===== config.mk =====
export PLATFORM = sky130hd
export DESIGN_NAME = pe_drain
export DESIGN_NICKNAME = d
export VERILOG_FILES = /design/src/rtl/pe_pkg.sv /design/src/rtl/pe_sync_fifo.sv /design/src/rtl/pe_drain.sv
export SDC_FILE = /design/constraint.sdc
export NUM_CORES = 1
export LEC_CHECK = 0
export BUFFER_PORTS_ARGS = -buffer_cell sky130_fd_sc_hd__buf_4
export CORE_MARGIN = 4
export CORE_UTILIZATION = 45
export DETAILED_ROUTE_END_ITERATION = 6
export PLACE_DENSITY_LB_ADDON = 0.12
export SYNTH_ARGS = -nofsm -noshare
export SYNTH_HDL_FRONTEND = slang
export SYNTH_SLANG_ARGS = --single-unit

===== constraint.sdc =====
create_clock -name clk -period 4.45 [get_ports clk]
set_input_delay 0.445 -clock clk [delete_from_list [all_inputs] [get_ports clk]]
set_output_delay 0.445 -clock clk [all_outputs]
set_load 0.05 [all_outputs]

===== src/rtl/pe_pkg.sv =====
// Shared definitions for the PE datapath: width defaults, drain FSM states,
// gemm_uno modes and the accumulator-to-output conversion helper.
package pe_pkg;

    localparam int INT_BW_DEF = 5;
    localparam int FRA_BW_DEF = 10;
    localparam int MUL_BW_DEF = 16;
    localparam int ACC_BW_DEF = 32;
    localparam int DEPTH_DEF  = 8;

    typedef enum logic [1:0] {
        ST_IDLE,
        ST_RUN,
        ST_DONE
    } drain_state_e;

    typedef enum logic [1:0] {
        MODE_GEMM,
        MODE_DIV,
        MODE_EXP,
        MODE_LOG
    } gemm_mode_e;

    typedef struct packed {
        logic        sat;
        logic [63:0] word;
    } conv_res_t;

    // Works on a 64-bit sign-extended accumulator so no intermediate can wrap;
    // the caller keeps the low MUL_BW bits of word.
    function automatic conv_res_t pe_conv(input logic signed [63:0] val,
                                          input int                 int_bw,
                                          input int                 fra_bw,
                                          input logic               rnd_en);
        conv_res_t          r;
        logic signed [63:0] v;
        logic signed [63:0] hi;
        logic signed [63:0] lo;
        v  = rnd_en ? (val + (64'sd1 <<< (fra_bw - 1))) : val;
        hi = (64'sd1 <<< (int_bw + 2 * fra_bw)) - 64'sd1;
        lo = -(64'sd1 <<< (int_bw + 2 * fra_bw));
        if (v > hi) begin
            r.sat  = 1'b1;
            r.word = (64'sd1 <<< (int_bw + fra_bw)) - 64'sd1;
        end else if (v < lo) begin
            r.sat  = 1'b1;
            r.word = -(64'sd1 <<< (int_bw + fra_bw));
        end else begin
            r.sat  = 1'b0;
            r.word = v >>> fra_bw;
        end
        return r;
    endfunction

endpackage


===== src/rtl/pe_sync_fifo.sv =====
// Single-clock FIFO with registered storage; head word is visible the cycle
// after it is written and reads as zero while empty.
module pe_sync_fifo #(
    parameter int WIDTH = 16,
    parameter int DEPTH = 8
) (
    input  logic             clk,
    input  logic             rst,
    input  logic             push_i,
    input  logic [WIDTH-1:0] wdata_i,
    input  logic             pop_i,
    output logic [WIDTH-1:0] rdata_o,
    output logic             full_o,
    output logic             empty_o
);

    localparam int ADDR_W = $clog2(DEPTH);

    logic [WIDTH-1:0] mem_q [DEPTH];
    logic [ADDR_W:0]  wr_ptr_q;
    logic [ADDR_W:0]  rd_ptr_q;
    logic [ADDR_W:0]  wr_ptr_d;
    logic [ADDR_W:0]  rd_ptr_d;
    logic             do_push;
    logic             do_pop;

    // Extra pointer MSB distinguishes full from empty when the indices match.
    assign empty_o = (wr_ptr_q == rd_ptr_q);
    assign full_o  = (wr_ptr_q[ADDR_W] != rd_ptr_q[ADDR_W]) &&
                     (wr_ptr_q[ADDR_W-1:0] == rd_ptr_q[ADDR_W-1:0]);

    assign do_push  = push_i && !full_o;
    assign do_pop   = pop_i && !empty_o;
    assign wr_ptr_d = do_push ? wr_ptr_q + 1'b1 : wr_ptr_q;
    assign rd_ptr_d = do_pop  ? rd_ptr_q + 1'b1 : rd_ptr_q;

    always_ff @(posedge clk) begin
        if (do_push) begin
            mem_q[wr_ptr_q[ADDR_W-1:0]] <= wdata_i;
        end
    end

    always_ff @(posedge clk or posedge rst) begin
        if (rst) begin
            wr_ptr_q <= '0;
            rd_ptr_q <= '0;
        end else begin
            wr_ptr_q <= wr_ptr_d;
            rd_ptr_q <= rd_ptr_d;
        end
    end

    assign rdata_o = empty_o ? '0 : mem_q[rd_ptr_q[ADDR_W-1:0]];

endmodule


===== src/rtl/pe_drain.sv =====
// Drains a counted job of PE accumulator results into a saturated Q-format
// output stream. Define PE_DRAIN_RND_EN for round-half-up instead of truncation.
module pe_drain
    import pe_pkg::*;
#(
    parameter int INT_BW = INT_BW_DEF,
    parameter int FRA_BW = FRA_BW_DEF,
    parameter int MUL_BW = MUL_BW_DEF,
    parameter int ACC_BW = ACC_BW_DEF,
    parameter int DEPTH  = DEPTH_DEF
) (
    input  logic              clk,
    input  logic              rst,
    input  logic              start_i,
    input  logic [15:0]       len_i,
    input  logic [ACC_BW-1:0] res_i,
    input  logic              res_vld_i,
    output logic              res_rdy_o,
    output logic [MUL_BW-1:0] out_data_o,
    output logic              out_vld_o,
    input  logic              out_rdy_i,
    output logic              busy_o,
    output logic              done_o,
    output logic              sat_o
);

`ifdef PE_DRAIN_RND_EN
    localparam logic RND_EN = 1'b1;
`else
    localparam logic RND_EN = 1'b0;
`endif

    drain_state_e      state_q;
    logic [15:0]       rem_q;
    logic              sat_q;
    logic              busy_q;
    logic              done_q;

    logic              fifo_full;
    logic              fifo_empty;
    logic              accept;
    logic [63:0]       res_ext;
    conv_res_t         conv;
    logic [MUL_BW-1:0] conv_word;
    logic              unused_conv_hi;

    assign res_ext        = 64'($signed(res_i));
    assign conv           = pe_conv(res_ext, INT_BW, FRA_BW, RND_EN);
    assign conv_word      = conv.word[MUL_BW-1:0];
    assign unused_conv_hi = ^conv.word[63:MUL_BW];

    // No full-FIFO bypass: a pop in the same cycle does not reopen the input.
    assign res_rdy_o = (state_q == ST_RUN) && !fifo_full && (rem_q != 16'd0);
    assign accept    = res_vld_i && res_rdy_o;

    always_ff @(posedge clk or posedge rst) begin
        if (rst) begin
            state_q <= ST_IDLE;
            rem_q   <= '0;
            sat_q   <= 1'b0;
            busy_q  <= 1'b0;
            done_q  <= 1'b0;
        end else begin
            done_q <= 1'b0;
            case (state_q)
                ST_IDLE: begin
                    if (start_i) begin
                        rem_q <= len_i;
                        sat_q <= 1'b0;
                        if (len_i != 16'd0) begin
                            state_q <= ST_RUN;
                            busy_q  <= 1'b1;
                        end else begin
                            state_q <= ST_DONE;
                        end
                    end
                end
                ST_RUN: begin
                    if (accept) begin
                        rem_q <= rem_q - 16'd1;
                        if (conv.sat) begin
                            sat_q <= 1'b1;
                        end
                    end
                    if ((rem_q == 16'd0) && fifo_empty) begin
                        state_q <= ST_DONE;
                        busy_q  <= 1'b0;
                    end
                end
                ST_DONE: begin
                    done_q  <= 1'b1;
                    state_q <= ST_IDLE;
                end
                default: begin
                    state_q <= ST_IDLE;
                    busy_q  <= 1'b0;
                end
            endcase
        end
    end

    pe_sync_fifo #(
        .WIDTH (MUL_BW),
        .DEPTH (DEPTH)
    ) u_fifo (
        .clk     (clk),
        .rst     (rst),
        .push_i  (accept),
        .wdata_i (conv_word),
        .pop_i   (out_rdy_i),
        .rdata_o (out_data_o),
        .full_o  (fifo_full),
        .empty_o (fifo_empty)
    );

    assign out_vld_o = !fifo_empty;
    assign busy_o    = busy_q;
    assign done_o    = done_q;
    assign sat_o     = sat_q;

endmodule


# Word-level counts from Yosys, hierarchy flattened
# Memory sizes are Yosys's and may differ from the RTL's.
# Index checks and enable logic that the tools add are counted.
# word_totals
out_inout_bits,21
mem_count,1
ramBits,128
reg_bits,29
input_bits,53
word_cells,63
# memory_table
memory,depth,word_bits,rd,rd_clocked_by_memory_dff,write_ports,line_no,source
u_fifo.mem_q,8,16,1,0,1,pe_sync_fifo.sv:19,logic [WIDTH-1:0] mem_q [DEPTH];
# op_classes
n_eq_ne,10
reduce_logical,18
bitwise_logic,1
n_mux,21
add_sub_neg,3
n_lt_le_gt_ge,2
# op_table
cell,n
$mux W65,2
$mux W16,3
$gt A32 B26 Y1 const B,1
$lt A32 B26 Y1 const B,1
$pmux W16 S2,1
$reduce_bool A16 Y1,2
$logic_not A16 Y1,1
$sub A16 B1 Y16 const B,1
$mux W1,9
$add A4 B1 Y4 const B,2
$reduce_and A4 Y1,2
$logic_and A1 B1 Y1,7
$mux W2,3
$ne A2 B2 Y1 const B,3
$eq A4 B4 Y1,1
$ne A2 B1 Y1 const B,2
$pmux W2 S2,1
$eq A3 B3 Y1,1
$pmux W1 S3,1
$reduce_and A3 Y1,1
$eq A2 B1 Y1 const B,1
$eq A2 B2 Y1 const B,1
$logic_not A1 Y1,2
$logic_not A2 Y1,1
5 further kinds,5

# Longest topological paths before layout
# Gate-level depths: netlist of the first run.
# logic_depth
ltp_word,9
mapped_depth,7
mapped_depth_nobuf,6

# Modules after synthesis
# Synthesis of the first run repeated with hierarchy kept, for this count alone.
# hier_totals
hier_cells,508
hier_area_um2,7121.8
# modules_own_cells
mod,cells_each,area_each_um2,seq_area_each_um2,n_inst
pe_sync_fifo,322,5607.9,4043.9,1
pe_drain,186,1514.0,525.5,1

# Worst setup path after synthesis of the first run
# No wires, ideal clock.
# synth_timing
path_type,register -> register
start,register rem_q[0]
end,memory u_fifo.mem_q[1][0] (enable)
period_less_slack_ps,3519
path_slack_ps,931
arrival_ps,3083
setup_time_ps,436
stages_incl_launch_ff,7
n_path_buf,1
required_ps,4014
cell_sequence,dfrtp_1 > inv_1 > ha_1 > and4b_1 > a211o_1 > buf_4 > nor4b_1
# synth_via
elab_chain_len,6
# synth_rtl
item,line_no,source
from (decl),pe_drain.sv:34,logic [15:0] rem_q;
from (signal assigned),pe_drain.sv:68,rem_q <= len_i;
from (signal assigned),pe_drain.sv:80,rem_q <= rem_q - 16'd1;
$reduce_bool A16 Y1,pe_drain.sv:53,assign res_rdy_o = (state_q == ST_RUN) && !fifo_full && (rem_q != 16'd0);
$logic_and A1 B1 Y1,pe_drain.sv:53,
$logic_and A1 B1 Y1,pe_drain.sv:54,assign accept = res_vld_i && res_rdy_o;
$logic_and A1 B1 Y1,pe_sync_fifo.sv:32,assign do_push = push_i && !full_o;
$mux W1,pe_sync_fifo.sv:38,if (do_push) begin
$mux W1 (not written as such),pe_sync_fifo.sv:39,mem_q[wr_ptr_q[ADDR_W-1:0]] <= wdata_i;
to (decl),pe_sync_fifo.sv:19,
# No other way between the ends.

# Worst setup path in the final report of the first run
# layout_timing
start,register state_q[0]
end,memory u_fifo.mem_q[1][0] (enable)
# layout_via
elab_chain_len,7
# layout_rtl
item,line_no,source
from (decl),pe_drain.sv:33,drain_state_e state_q;
from (signal assigned),pe_drain.sv:58,state_q <= ST_IDLE;
from (signal assigned),pe_drain.sv:71,state_q <= ST_RUN;
from (signal assigned),pe_drain.sv:74,state_q <= ST_DONE;
$eq A2 B1 Y1,pe_drain.sv:53,
$logic_and A1 B1 Y1 (2 in series),pe_drain.sv:53,
$logic_and A1 B1 Y1,pe_drain.sv:54,
$logic_and A1 B1 Y1,pe_sync_fifo.sv:32,
$mux W1,pe_sync_fifo.sv:38,
$mux W1 (not written as such),pe_sync_fifo.sv:39,
# No other way between the ends.

==> run metrics, run 1 <==
outcome=finished, final reports clean; CTS Sinks=roughly 160; drt initial violations=between 300 and 400; syn_nets=480; routability cong.=0.804; Pleak=2.91 nW; worst path arrival time=3.53 ns; top post-synthesis cells by area=edfxtp_1 56%, dfrtp_1 11%, mux4_2 11%; CTS Root Cell=clkbuf_16; CTS tree=built; Vias per Instance=5.80; Initial Util=0.464; Final Util=0.553; Core Region=0.0147 mm^2; Die ar.=0.0172 mm^2; Skew-Pair Late Insertion Delay=0.42 ns; non-filler cells, final=692; Logic pwr share=0.415; EDFF count, synth=128; Crit Path Max Fanout=21; TNS Setup=0 ns; DRT antenna net count=0; WL final=14900 um; commonest non-fill, non-tap cell in the layout=edfxtp_1; vias in the first global route=4084; worst vdd ir=0.594 mV; CTS H-tree depth=4; Final Skew=0.0114 ns; I/O Pins=74; crit-path max cell delay=just over 0.9 ns; largest net degree at the start of global routing=36; worst path required time=4.56 ns; std cell rows=44; CP startpoint kind=register; CTS clk-pin slew, worst paths=0.07 ns; Switching Fraction=0.398; Crit Path Category=reg -> reg; fin crit period=3.43 ns; syn_area_per_cell=16.1 um^2; Cells after DPL=660; initial antenna violation count=0; Die Width=around 130 um; hold crit path type=in -> async; top cell type's share of synthesized area=0.563; Clk pwr share=0.235; Critical Path Slowest Stage Cell=nor4b_2; RSZ-0062 raised after global routing=false; First-pass DRT Iterations=5; # diodes=0; Num CTS Buffers=17; CP Capture Type=register; Slew @ Worst Pin=1.14 ns; Max Cap Viol=0; sequential share of the synthesized area=0.669; Post-CTS Setup Bufs=0; Cells after Synth=423; WL per Instance=21.6 um; Final Hold Viols=0; Unique masters post-synth=51; endpoints failing setup=0; slew margin rel.=0.239; Tot Pwr=5.84 mW; switching power=2.33 mW; Worst path top cell family by delay=simple AND/OR/NAND/NOR gates; Tot GR Track Use=0.180; Top FF cell, synth=edfxtp_1; global-route wire length before repair=23500 um; Max clock buf depth=2; cell mode on critical path=buf_4; GRT Residual Overflow=0; # fillers=1136; Final Net Count=552; # resized after CTS=0; Post-Syn Area=0.00683 mm^2; HPWL after detailed placement=9290 um; final period utilization=0.770; final setup margin=1.02 ns; Hold Buf Count CTS=0; count of vias placed by the detailed router=4015; ys async rst share=0.185; Area Overhead vs Synth=19.0%; worst path cell trace=nor2b_1, buf_4, nand2_1, a211o_1, nor4b_2, buf_4; Yosys reg bits=157; share of cells above drive strength 1=0.319; DR DRC count=0; CP bufs+invs=2; port bufs=63; fmax=0.292 GHz; Die Ht=131 um; Yosys warnings=0; Slew Viols, Final=0; internal power=between 3 and 4 mW; commonest non-fill, non-tap cells in the layout=128 x edfxtp_1, 77 x buf_4, 32 x mux4_2, 30 x nor2_1, 28 x dfrtp_1; P per Cell Area=719 mW/mm^2; sequential share of power=0.349; Yosys top cell by area=edfxtp_1; Place WS=0.978 ns
-- per-stage QoR --
| step | hold WS (ns) | cell area, um^2 |
|---|---|---|
| finish | 0.114 | 8120 |
| CTS | 0.119 | 8120 |
| global placement | 0.487 | 7560 |
| detailed placement | 0.492 | 7560 |
| global route | 0.131 | 8120 |
| floorplan | 0.462 | 6830 |
-- cells in the mapped netlist (4+ instances only) --
cell / count
a21oi_1: 9
nor2_1: 30
nor3_1: 8
nand2b_1: 4
buf_4: 5
a21o_1: 16
a211oi_1: 4
nor4_1: 9
edfxtp_1: 128
nand3_1: 7
nand2_1: 22
o311ai_0: 4
dfrtp_1: 29
xnor2_1: 6
o21ai_0: 9
ha_1: 4
mux4_2: 32
o22ai_1: 7
mux2i_1: 17
buf_2: 4
inv_1: 8
clkbuf_1: 13
-- worst register-to-register path: cells and delay by family (launching register included) --
family | cells | cell delay [ns]
simple gates | 3 | 1.22
flops | 1 | 0.69
compound gates | 1 | 0.62
buf+inv | 2 | 0.59
-- cell type report --
cell class	instances	area, um^2	share of cell area
Timing Repair Buffer	78	598	0.0736
Clock inverter	15	138	0.0169
Inverter	8	30.0	0.00370
Clock buffer	17	425	0.0524
Sequential cell	157	4570	0.563
Tap cell	184	230	0.0283
Multi-Input combinational cell	233	2130	0.262
-- sequential cells by signal, indices dropped and copies added, names as in the netlist --
signal,count
u_fifo.mem_q,128
rem_q,16
u_fifo.rd_ptr_q,4
u_fifo.wr_ptr_q,4
state_q,2
busy_o,1
done_o,1
sat_o,1
-- cell families (layout without fill, tap and decap cells) --
logic type | Yosys count | after routing | synth area share
buffers and inverters | 33 | 118 | 0.0249
AO/OA/AOI/OAI | 66 | 66 | 0.0700
flip-flops | 157 | 157 | 0.669
multiplexers | 50 | 50 | 0.132
XOR/XNOR | 10 | 10 | 0.0161
adder cells (fa/ha/maj) | 4 | 4 | 0.00733
AND/OR/NAND/NOR | 103 | 103 | 0.0801
-- final timing paths --
kind,startpoint,end,slack [ns],cells past startpoint
hold reg to reg,u_fifo.rd_ptr_q[3],u_fifo.rd_ptr_q[3],0.50,1
setup / recovery,state_q[0],u_fifo.mem_q[1][0],1.02,6
setup reg to reg,state_q[0],u_fifo.mem_q[1][0],1.02,6
hold / removal,rst,rem_q[5],0.11,3
max in group asynchronous,rst,u_fifo.rd_ptr_q[0],4.01,3
min in group clk,len_i[15],rem_q[15],0.25,3
-- power by group through the flow --
stage	Combinational [mW]	Clock, mW	Sequential [mW]
3_3_place_gp	2.43	0	2.06
4_1_cts	2.46	1.39	2.04
2_1_floorplan	1.87	0	2.00
6_report	2.43	1.37	2.04
5_1_grt	2.60	1.47	2.07
3_5_place_dp	2.46	0	2.07
-- layer usage --
layer / vias up / track usage / share of wire
met4: 0 / 0.0502 / 0.0099
met1: 2043 / 0.248 / 0.43
met5: - / 0 / 0
met2: 122 / 0.287 / 0.50
met3: 11 / 0.0470 / 0.054
li1: 1839 / - / -
No activity file was read; power rests on OpenSTA's default activity.
==> inputs of run 2 (changes only) <==
--- a/config.mk
+++ b/config.mk
@@ -5,6 +5,7 @@
 export SDC_FILE = /design/constraint.sdc
 export NUM_CORES = 1
 export LEC_CHECK = 0
+export ABC_AREA = 1
 export BUFFER_PORTS_ARGS = -buffer_cell sky130_fd_sc_hd__buf_4
 export CORE_MARGIN = 4
 export CORE_UTILIZATION = 45
==> constraint.sdc (replaced) <==
create_clock -name clk -period 3 [get_ports clk]
set_input_delay 0.3 -clock clk [delete_from_list [all_inputs] [get_ports clk]]
set_output_delay 0.3 -clock clk [all_outputs]
set_load 0.05 [all_outputs]
==> run 2 against run 1 <==
Die area grew 5.7%. Clock skew shrank 0.0019 ns. Largest power group unchanged. Clock power rose by 62%.
==> run metrics, run 2 <==
worst path required time=between 2 and 3 ns; Max Cap Viol=0; final setup margin=0.233 ns; Critical Path Slowest Stage Cell=buf_4; # resized after CTS=0; Place WS=0.716 ns; routability cong.=0.820; P per Cell Area=1110 mW/mm^2; Cells after DPL=968; TNS Setup=0 ns; CP startpoint kind=register; CP Capture Type=output pin; top cell type's share of synthesized area=0.531; WHS Path Cells=1; # diodes=0; drt initial violations=around 360; CTS Sinks=roughly 160; Hold Buf Count CTS=1; Worst Hold Launch=res_i[31]; vias in the first global route=5042; Crit Path Category=reg -> out; Worst path top cell family by delay=buffers and inverters; Num CTS Buffers=17; crit-path max cell delay=0.59 ns; Slew @ Worst Pin=slightly above 0.7 ns; non-filler cells, final=1001; share of cells above drive strength 1=0.209; fin crit period=around 2.8 ns; Yosys reg bits=157; GRT Residual Overflow=0; port bufs=63; worst vdd ir=between 0.5 and 0.6 mV; ys async rst share=0.185; Skew-Pair Late Insertion Delay=about 0.43 ns; WL final=16800 um; largest net degree at the start of global routing=65; reg2reg start=rem_q[0]; Unique masters post-synth=39; cell count along the critical path=6; Hold Path Sink=u_fifo.mem_q[7][15]; fmax=between 0.3 and 0.4 GHz; Post-Syn Area=approximately 0.0072 mm^2; std cell rows=46; sequential share of the synthesized area=0.631; Crit Path Max Fanout=64; Final Skew=0.00954 ns; reg2reg path depth=10; commonest non-fill, non-tap cell in the layout=nand2_1; HPWL after detailed placement=9950 um; most common cell in the netlist=nand2_1; Top FF cell, synth=edfxtp_1; First-pass DRT Iterations=4; hold crit path type=in -> reg; worst path cell trace=buf_4, o21ai_0, o22ai_1, o21ai_0, a31oi_1, buf_4; Commonest cells post-synth=133 x nand2_1, 132 x nor2_1, 128 x edfxtp_1; setup slack, reg-to-reg=0.80 ns; commonest non-fill, non-tap cells in the layout=133 x nand2_1, 132 x nor2_1, 128 x edfxtp_1, 84 x o21ai_0, 78 x buf_4; CTS H-tree depth=4; global-route wire length before repair=about 27000 um; syn_nets=763; final period utilization=0.922; Final Net Count=between 800 and 900; Pleak=3.32 nW; CP bufs+invs=2; RSZ-0062 raised after global routing=false; CTS Root Cell=clkbuf_16; Cells after Synth=706; Area Overhead vs Synth=18.3%; WL per Instance=around 17 um; Core Region=0.0158 mm^2; Die Width=135 um; syn_area_per_cell=10.3 um^2; Initial Util=0.458; Yosys top cell by area=edfxtp_1; DRT antenna net count=0; EDFF count, synth=128; Final Util=0.542; FF-to-FF End=u_fifo.mem_q[7][1]; I/O Pins=74; DR DRC count=0; Post-CTS Setup Bufs=0; number of flip-flops in the largest register=128; initial antenna violation count=0; Slew Viols, Final=0; Max clock buf depth=2; outcome=finished, final reports clean; slew margin rel.=0.527; Final Hold Viols=0; endpoints failing setup=0; Die ar.=0.0182 mm^2; Vias per Instance=5.18; worst path arrival time=2.47 ns; CTS tree=built; Die Ht=135 um; count of vias placed by the detailed router=around 5.2k; Tot GR Track Use=0.191; CTS clk-pin slew, worst paths=0.06 ns; top post-synthesis cells by area=edfxtp_1 53%, dfrtp_1 10%, nand2_1 6.9%; Yosys warnings=0
## run 2: cell families (layout without fill, tap and decap cells)
family,count (synthesis),count (layout),synth area share
AO/OA/AOI/OAI,144,144,0.112
XOR/XNOR,11,11,0.0143
adder cells (fa/ha/maj),4,4,0.00691
buffers and inverters,72,151,0.0466
flip-flops,157,157,0.631
AND/OR/NAND/NOR,318,318,0.189
## run 2: worst register-to-register path, delay by kind of cell (launching register included)
family | cells | cell delay (ns)
AND/OR/NAND/NOR | 6 | 0.85
buffers and inverters | 3 | 0.48
flip-flops | 1 | 0.36
adder cells (fa/ha/maj) | 1 | 0.22
## run 2: where the power goes
group | total, mW | switching (mW) | internal [mW]
combinational | 4.34 | 3.05 | 1.29
sequential | 2.92 | 0.222 | 2.70
clock | 2.22 | 0.897 | 1.32
total | 9.48 | 4.17 | 5.31
## run 2: area by class of cell
class	count	area [um^2]
fillers	1412	7260
flip-flops and latches	157	4570
multi-input cells	477	2340
repair buffers	81	636
clock buffers	17	425
well taps	216	270
clock inverters	15	188
inverters	38	145
## run 2: routing by layer
metal | up-vias | global-route usage | part of all wire
met2 | 150 | 0.327 | 0.50
li1 | 2549 | - | -
met4 | 0 | 0.0520 | 0.012
met5 | - | 0 | 0
met3 | 19 | 0.0410 | 0.046
met1 | 2470 | 0.248 | 0.44
## run 2: metrics by stage
stage	cell area [um^2]	hold slack [ns]	power, mW
floorplan	7240	0.378	6.20
global placement	7950	0.410	7.23
detailed placement	7950	0.417	7.31
CTS	8570	0.121	9.53
global route	8570	0.123	10.1
finish	8570	0.132	9.48
## run 2: worst max-delay path by stage
stage                            start                  to  slack [ns]
detailed placement  u_fifo.rd_ptr_q[0]       out_data_o[3]        0.72
CTS                 u_fifo.rd_ptr_q[0]       out_data_o[3]        0.23
global route        u_fifo.rd_ptr_q[0]       out_data_o[2]        0.12
floorplan                     rem_q[0]  u_fifo.mem_q[1][0]        0.70
global placement    u_fifo.rd_ptr_q[0]       out_data_o[3]        0.71
finish              u_fifo.rd_ptr_q[0]       out_data_o[3]        0.23
==> inputs of run 3 (changes only) <==
--- a/config.mk
+++ b/config.mk
@@ -5,7 +5,6 @@
 export SDC_FILE = /design/constraint.sdc
 export NUM_CORES = 1
 export LEC_CHECK = 0
-export ABC_AREA = 1
 export BUFFER_PORTS_ARGS = -buffer_cell sky130_fd_sc_hd__buf_4
 export CORE_MARGIN = 4
 export CORE_UTILIZATION = 45
==> run 3 against run 2 <==
Power shrank 6.9%. Clock-buffer cell count up 1. Combinational power fell by 15%. Sequential share of layout area up 2.2 points. Setup slack improved by 0.19 ns. First-iteration DRC count is 19% lower. Via count decreased by 22%. Cell count decreased by 30%. Sequential power grew 3%. Core utilization grew 1.9 points. Critical path depth decreased by 1. Wire length shrank 10%. Critical endpoint is now out_data_o[5]. Largest cell class unchanged.
==> run metrics, run 3 (synthesis gave the netlist of run 1 again) <==
Tot GR Track Use=0.178; endpoints failing setup=0; Die Ht=131 um; slew margin rel.=0.456; CTS clk-pin slew, worst paths=roughly 0.060 ns; fmax=0.389 GHz; Max clock buf depth=2; DRT antenna net count=0; cell mode on critical path=buf_4; share of cells above drive strength 1=0.330; CTS Sinks=157; Final Skew=0.0119 ns; Crit Path Category=reg -> out; Initial Util=0.464; TNS Setup=0 ns; fin area=0.00824 mm^2; First-pass DRT Iterations=4; port bufs=63; Die ar.=roughly 0.017 mm^2; Num CTS Buffers=17; DR DRC count=0; Critical Path Slowest Stage Cell=mux4_2; Vias per Instance=5.77; Crit Path Max Fanout=24; I/O Pins=between 70 and 80; count of vias placed by the detailed router=4070; Final Net Count=about 570; worst path arrival time=2.27 ns; CP Capture Type=output pin; WL per Instance=21.4 um; # fillers=1171; RSZ-0062 raised after global routing=false; P per Cell Area=1070 mW/mm^2; # resized after CTS=0; CTS tree=built; drt initial violations=between 200 and 300; Slew @ Worst Pin=between 0.8 and 0.9 ns; Logic pwr share=0.417; Skew-Pair Late Insertion Delay=0.42 ns; placed instance area=0.00765 mm^2; hold crit path type=in -> async; largest net degree at the start of global routing=36; WL final=15100 um; GRT Residual Overflow=0; number of flip-flops in the largest register=between 100 and 150; final period utilization=0.858; Hold Buf Count CTS=0; global-route wire length before repair=23400 um; Core Region=0.0147 mm^2; internal power=5.35 mW; Final Util=0.561; Pleak=2.99 nW; outcome=finished, final reports clean; sequential share of power=0.340; commonest non-fill, non-tap cells in the layout=128 x edfxtp_1, 90 x buf_4, 32 x mux4_2, 30 x nor2_1, 28 x dfrtp_1; fin crit period=2.57 ns; vias in the first global route=4115; CP startpoint kind=register; Slew Viols, Final=0; Tot Pwr=about 8.8 mW; HPWL after detailed placement=9400 um; worst path cell trace=buf_4, mux4_2, mux2i_1, nor2_1, buf_4; std cell rows=44; crit-path max cell delay=0.57 ns; Clk pwr share=0.243; Post-CTS Setup Bufs=0; routability cong.=between 0.8 and 0.9; Switching Fraction=0.393; Die Width=131 um; switching power=between 3 and 4 mW; commonest non-fill, non-tap cell in the layout=edfxtp_1; CTS H-tree depth=4; CTS Root Cell=clkbuf_16; Max Cap Viol=0; worst vdd ir=0.565 mV; # diodes=0; worst path required time=2.70 ns; Final Hold Viols=0; initial antenna violation count=0; Area Overhead vs Synth=20.7%
run 3: path summary, 6_finish.rpt:
path,startpoint,endpoint,slack (ns),depth (start not counted)
max,u_fifo.rd_ptr_q[0],out_data_o[5],0.43,5
min,rst,rem_q[8],0.04,2
max reg2reg,u_fifo.wr_ptr_q[0],u_fifo.mem_q[6][12],0.49,6
min reg2reg,u_fifo.rd_ptr_q[3],u_fifo.rd_ptr_q[3],0.50,1
max in group asynchronous,rst,rem_q[0],2.28,3
min in group clk,len_i[15],rem_q[15],0.11,3
run 3: area by class of cell:
type	count	area, um^2	area share
clock inverters	14	158	0.0191
repair buffers	91	696	0.0844
well taps	184	230	0.0279
multi-input cells	233	2130	0.258
clock buffers	18	429	0.0521
flip-flops and latches	157	4570	0.555
inverters	8	30.0	0.00364
run 3: power groups by stage:
stage                     clock [mW]  combinational (mW)  sequential (mW)
final                           2.14                3.68             3.00
after global routing            2.28                3.93             3.04
after CTS                       2.18                3.72             3.00
after detailed placement           0                3.72             3.04
after global placement             0                3.69             3.03
after floorplan                    0                2.78             2.96
run 3: critical path, delay by kind of cell (launching register included):
family,cells,cell delay (ns)
flip-flops,1,0.39
buffers and inverters,2,0.64
multiplexers,2,0.73
AND/OR/NAND/NOR,1,0.07
run 3: through the flow:
step / hold WS, ns / cells / worst slack [ns]
after floorplan: 0.378 / 423 / -0.519
after global placement: 0.485 / 673 / 0.537
after detailed placement: 0.482 / 673 / 0.494
after CTS: 0.0549 / 705 / 0.376
after global routing: 0.101 / 705 / 0.270
final: 0.0420 / 705 / 0.427
run 3: per-layer routing:
metal	vias to the layer above	part of all wire	GRT usage	wire length (um)
met5	-	0	0	0
met4	0	0.011	0.0578	172
met3	15	0.049	0.0432	732
met2	107	0.50	0.291	7560
met1	2098	0.44	0.239	6600
li1	1850	-	-	-
